--- src/rtl/sha3_absorb_buffer.sv ---
// SHA3-256 absorb front end: packs 64-bit host words into 17-lane rate blocks,
// applies pad10*1 (0x06..0x80) and hands each block to the Keccak core over valid/ready.
//
// state  | meaning
// FILL   | accepting host words into lane[cnt]
// HOLD   | block presented on blk_data, waiting for blk_ready
// PADBLK | pure padding block presented (message ended exactly on a block boundary)
module sha3_absorb_buffer #(
  parameter int RATE_LANES = 17,
  parameter int DATA_W     = 64
) (
  input  logic                         clk,
  input  logic                         rst_n,
  input  logic                         in_valid,
  input  logic [DATA_W-1:0]            in_data,
  input  logic                         in_isLast,
  input  logic [3:0]                   in_last_bytes,
  output logic                         out_buffer_full,
  output logic                         in_overrun,
  output logic                         blk_valid,
  output logic [RATE_LANES*DATA_W-1:0] blk_data,
  output logic                         blk_first,
  output logic                         blk_last,
  input  logic                         blk_ready
);

  localparam int BLK_W  = RATE_LANES * DATA_W;
  localparam int CNT_W  = $clog2(RATE_LANES + 1);
  localparam int BYTES  = DATA_W / 8;

  typedef enum logic [1:0] {FILL, HOLD, PADBLK} state_t;

  state_t             state_q, state_n;
  logic [BLK_W-1:0]   buf_q, buf_n;
  logic [CNT_W-1:0]   cnt_q, cnt_n;
  logic               first_flag_q, first_flag_n;
  logic               blk_first_q, blk_first_n;
  logic               blk_last_q, blk_last_n;
  logic               pad_pend_q, pad_pend_n;
  logic               overrun_q, overrun_n;

  logic [3:0]         nbytes;
  logic [DATA_W-1:0]  masked_word;
  logic [DATA_W-1:0]  pad_word;
  logic [DATA_W-1:0]  lane_word;
  logic               at_last_lane;
  logic               full_word;

  assign nbytes       = (in_last_bytes > 4'd8) ? 4'd8 : in_last_bytes;
  assign full_word    = (nbytes == 4'd8);
  assign at_last_lane = (cnt_q == CNT_W'(RATE_LANES - 1));

  always_comb begin
    masked_word = '0;
    for (int b = 0; b < BYTES; b++) begin
      if (4'(b) < nbytes) masked_word[b*8 +: 8] = in_data[b*8 +: 8];
    end
  end

  // 0x06 domain byte lands right after the last message byte, inside this lane when it is not full
  assign pad_word  = full_word ? '0 : (DATA_W'(8'h06) << {nbytes[2:0], 3'b000});
  assign lane_word = in_isLast ? (masked_word | pad_word) : in_data;

  always_comb begin
    state_n      = state_q;
    buf_n        = buf_q;
    cnt_n        = cnt_q;
    first_flag_n = first_flag_q;
    blk_first_n  = blk_first_q;
    blk_last_n   = blk_last_q;
    pad_pend_n   = pad_pend_q;
    overrun_n    = overrun_q | (in_valid & (state_q != FILL));

    case (state_q)
      FILL: begin
        if (in_valid) begin
          for (int i = 0; i < RATE_LANES; i++) begin
            if (cnt_q == CNT_W'(i)) buf_n[i*DATA_W +: DATA_W] = lane_word;
            if (in_isLast && full_word && !at_last_lane && (cnt_q + CNT_W'(1) == CNT_W'(i)))
              buf_n[i*DATA_W +: 8] = buf_n[i*DATA_W +: 8] ^ 8'h06;
          end

          if (in_isLast) begin
            state_n     = HOLD;
            cnt_n       = '0;
            blk_first_n = first_flag_q;
            if (at_last_lane && full_word) begin
              // block is pure data; padding goes into a following block
              blk_last_n = 1'b0;
              pad_pend_n = 1'b1;
            end else begin
              buf_n[BLK_W-1 -: 8] = buf_n[BLK_W-1 -: 8] | 8'h80;
              blk_last_n = 1'b1;
              pad_pend_n = 1'b0;
            end
          end else if (at_last_lane) begin
            state_n     = HOLD;
            cnt_n       = '0;
            blk_first_n = first_flag_q;
            blk_last_n  = 1'b0;
            pad_pend_n  = 1'b0;
          end else begin
            cnt_n = cnt_q + CNT_W'(1);
          end
        end
      end

      HOLD, PADBLK: begin
        if (blk_ready) begin
          first_flag_n = blk_last_q;
          if (pad_pend_q) begin
            state_n             = PADBLK;
            buf_n               = '0;
            buf_n[7:0]          = 8'h06;
            buf_n[BLK_W-1 -: 8] = 8'h80;
            blk_first_n         = 1'b0;
            blk_last_n          = 1'b1;
            pad_pend_n          = 1'b0;
          end else begin
            state_n     = FILL;
            buf_n       = '0;
            blk_first_n = 1'b0;
            blk_last_n  = 1'b0;
          end
        end
      end

      default: begin
        state_n = FILL;
        buf_n   = '0;
        cnt_n   = '0;
      end
    endcase
  end

  always_ff @(posedge clk or negedge rst_n) begin
    if (!rst_n) begin
      state_q      <= FILL;
      buf_q        <= '0;
      cnt_q        <= '0;
      first_flag_q <= 1'b1;
      blk_first_q  <= 1'b0;
      blk_last_q   <= 1'b0;
      pad_pend_q   <= 1'b0;
      overrun_q    <= 1'b0;
    end else begin
      state_q      <= state_n;
      buf_q        <= buf_n;
      cnt_q        <= cnt_n;
      first_flag_q <= first_flag_n;
      blk_first_q  <= blk_first_n;
      blk_last_q   <= blk_last_n;
      pad_pend_q   <= pad_pend_n;
      overrun_q    <= overrun_n;
    end
  end

  assign blk_valid       = (state_q != FILL);
  assign out_buffer_full = (state_q != FILL);
  assign blk_data        = buf_q;
  assign blk_first       = blk_first_q;
  assign blk_last        = blk_last_q;
  assign in_overrun      = overrun_q;

endmodule

--- config.mk ---
export PLATFORM = sky130hd
export DESIGN_NAME = sha3_absorb_buffer
export DESIGN_NICKNAME = d
export VERILOG_FILES = /design/src/rtl/sha3_absorb_buffer.sv
export SDC_FILE = /design/constraint.sdc
export NUM_CORES = 2
export LEC_CHECK = 0
export BUFFER_PORTS_ARGS = -buffer_cell sky130_fd_sc_hd__clkbuf_2
export CAP_MARGIN = 25
export CORE_AREA = 2 2 450 452
export DETAILED_ROUTE_END_ITERATION = 12
export DIE_AREA = 0 0 452 454
export PLACE_DENSITY = 0.42
export SYNTH_ARGS = -nofsm -noshare
export SYNTH_HDL_FRONTEND = slang
export SYNTH_SLANG_ARGS = --single-unit
--- constraint.sdc ---
create_clock -name clk -period 2.8 [get_ports clk]
set_clock_uncertainty 0.15 [all_clocks]
set_input_delay 0.14 -clock clk [delete_from_list [all_inputs] [get_ports clk]]
set_output_delay 0.14 -clock clk [all_outputs]
set_load 0.02 [all_outputs]
==> flow_summary.toml <==
[run_status]
status = "finished clean"

[detailed_routing]
drtIter0Drc = 2929
drc_errors = 0
detail_route.first_pass.iterations = 5
wire_per_inst_um = 28.63
wl_mm = 229.7
via_per_inst = 4.523
vias = 36290
ant_nets = 0

[synthesis]
syn-cell-area_um2 = 40970
synth_edf_count = 0
async_reset_ff_share_pct = 100.0
synthDistinctLibCells = 61
yosysTopAreaCell = "dfrtp_1"
synth_top_flop_cell = "dfrtp_1"
ys_seq_elements = 1100
synth_nets = 4055
synth_area_per_cell_um2 = 10.31
ys_seq_area_share_pct = 67.20
synthTopCellsByArea = "dfrtp_1 (67%), o21ai_0 (12%), nand2_1 (10%)"
synth.top_cell.area_share_pct = 67.13
syn_inst = 3974
synth.most_common_cell = "nand2_1"
ys_warn_count = 0
yosys-top-cells-count = "nand2_1 (1128), dfrtp_1 (1099), o21ai_0 (981), clkbuf_1 (255), o31ai_1 (74)"

[clock_tree]
numCtsBuffers = 136
numClockSinks = 1100
clk_pin_slew_worst_paths_ns = 0.06
cts_tree = "built"
ctsHtreeMaxLevel = 4
clock_latency_ns = 0.81
cts_root_buffer = "clkbuf_16"
cts_buffer_depth = 3

[critical_path]
slowest_stage = "buf_4"
cp_max_fo = 56
worst-setup-path-type = "reg2reg"
critical_path_arrival_ns = 3.13
crit_top_cell = "buf_4"
end_kind = "register"
critPathLaunch = "state_q[0]"
path_cells = "ha_1, and3b_1, buf_4, nand3_2, buf_4, o21ai_0"
ff2ff_setup_slack_ns = 0.16
r2r_cells = 6
cpPeakStageDelay_ns = 0.61
cp-start-kind = "register"
cp-endpoint = "blk_data[377]"
required_ns = 3.29
r2r-end = "blk_data[377]"
reg2reg_from = "state_q[0]"

[cells_and_area]
multiInputGateArea_um2 = 12510
fill_cells = 21380
area_growth_pct = 39.10
drive_above_1_share_pct = 31.54
fin_util_pct = 28.37
layout.nets = 5331
final_area_um2 = 56980
seqCellArea_um2 = 27530

[placed_design]
placed_area_um2 = 51740
post-place-ws_ns = 0.1646
portBuffers = 1165
place_congestion = 0.8129
hpwl_mm = 163.8

[sta]
hold-worst-slack_ns = 0.06672
setup_viol = 0
slew_headroom_pct = 44.98
fin_crit_sh_pct = 94.37
drv_slew = 0
rsz0062_at_grt = "no"
hold_viol_final = 0
tightest_slew_ns = 0.8253
fmax_mhz = 378.4
fin_ws_ns = 0.1576
period_minus_slack_ns = 2.642

[floorplan]
dieArea_um2 = 205200
initial_core_util_pct = 20.39
fp.dieW_um = 452
io_pins = 1166
num_rows = 165
fp.dieH_um = 454
coreArea_um2 = 200900

[pwr]
p_per_area_nw_per_um2 = 813.2
p_seq_share_pct = 36.8
pwr-share-clk_pct = 38.5
power.switching_w = 0.01686
internal_power_w = 0.02948
vdd_drop_max_mv = 0.6565
switching_share_pct = 36.38
total_power_w = 0.04634
p_leak_nw = 28.06
combPwrFrac_pct = 24.6

[grt]
grt_pass1_wl_mm = 312.2
grt_overflow = 0
antenna_found_initial = 27
grt_max_degree = 127
grt_pass1_vias = 36530
track_usage_pct = 21.80

[worst_hold_path]
hp-class = "in2reg"

[flow_run]
maxCapViolCount = 0
[power groups by stage]
stage	registers [W]	logic [W]	clock network, W
after floorplan	0.0181	0.00402	0
after global placement	0.0173	0.0115	0
after detailed placement	0.0174	0.0116	0
after CTS	0.0171	0.0117	0.0182
after global routing	0.0171	0.0121	0.0189
final	0.0171	0.0114	0.0178
[how the worst min path moves through the flow]
stage	from	endpoint	slack (ns)	depth (start not counted)
2_1_floorplan	rst_n	blk_data[0]	-0.31	0
3_3_place_gp	rst_n	blk_data[18]	-0.03	1
3_5_place_dp	rst_n	blk_data[18]	-0.04	1
4_1_cts	in_last_bytes[1]	blk_data[417]	0.01	5
5_1_grt	in_last_bytes[1]	blk_data[353]	0.08	5
6_report	in_last_bytes[1]	blk_data[417]	0.07	5
[through the flow]
stage | cells | setup TNS [ns]
2_1_floorplan | 3974 | -0.05178
3_3_place_gp | 7707 | 0
3_5_place_dp | 7707 | 0
4_1_cts | 8013 | 0
5_1_grt | 8014 | 0
6_report | 8024 | 0
[logic make-up (layout without fill, tap and decap cells)]
group	after synthesis	after routing	share of synthesized area [%]
and+or+nand+nor	1301	1301	12.84
buffers and inverters	344	1712	3.335
other	0	10	0
adders and majority gates	8	8	0.2444
xor gates and xnor gates	4	4	0.08554
AOI/OAI and AO/OA	1190	1190	15.59
muxes	27	27	0.7055
DFF	1100	1100	67.20
[placed cells by master (no fill, tap or decap), drive strengths merged, types with 6 or more instances in the layout]
master / count
buf: 224
nor2: 56
or2: 8
inv: 27
clkinv: 22
nand4: 7
nand2b: 13
mux2i: 12
nor4b: 11
dfrtp: 1099
o22ai: 8
a21oi: 14
o21ai: 1021
o31ai: 74
nand2: 1128
ha: 8
o211ai: 6
nand3: 26
a211o: 10
diode: 10
a21o: 13
nor3: 10
dlygate4sd3: 75
bufinv: 7
mux2: 15
a2111oi: 8
nand3b: 9
clkbuf: 1356
a22o: 13
[worst max-delay path, delay by kind of cell (launching register included)]
family / cells / cell delay, ns
buffers and inverters: 2 / 0.82
adder cells (fa/ha/maj): 1 / 0.43
AND/OR/NAND/NOR: 2 / 0.41
flip-flops: 1 / 0.38
AO/OA/AOI/OAI: 1 / 0.18
[layout make-up]
class	count	area share (%)
multi-input combinational	2530	21.95
timing repair buffer	1463	15.92
inverter	19	0.1295
clock buffer	192	6.855
antenna	10	0.04391
sequential	1100	48.31
tap	2672	5.867
clock inverter	38	0.9222
[timing repair]
item	4_1_cts	5_1_grt
setup buffers	0	1
hold endpoints to repair	2117	0
setup endpoints to repair	1	7
gates resized for setup	2	1
hold buffers	76	0
[metal layers]
layer / track usage [%] / wire, um / vias to the layer above
met5: 0 / 7 / -
met4: 9.025 / 9822 / 2
met3: 5.067 / 13970 / 349
met2: 37.78 / 115200 / 1346
met1: 25.83 / 90770 / 18730
li1: - / - / 15870
[state kept, by name, indices dropped and copies added (netlist names)]
register	count
blk_data	1088
blk_first	1
blk_last	1
cnt_q	5
first_flag_q	1
in_overrun	1
pad_pend_q	1
state_q	2
(Power assumes the default switching activity.)
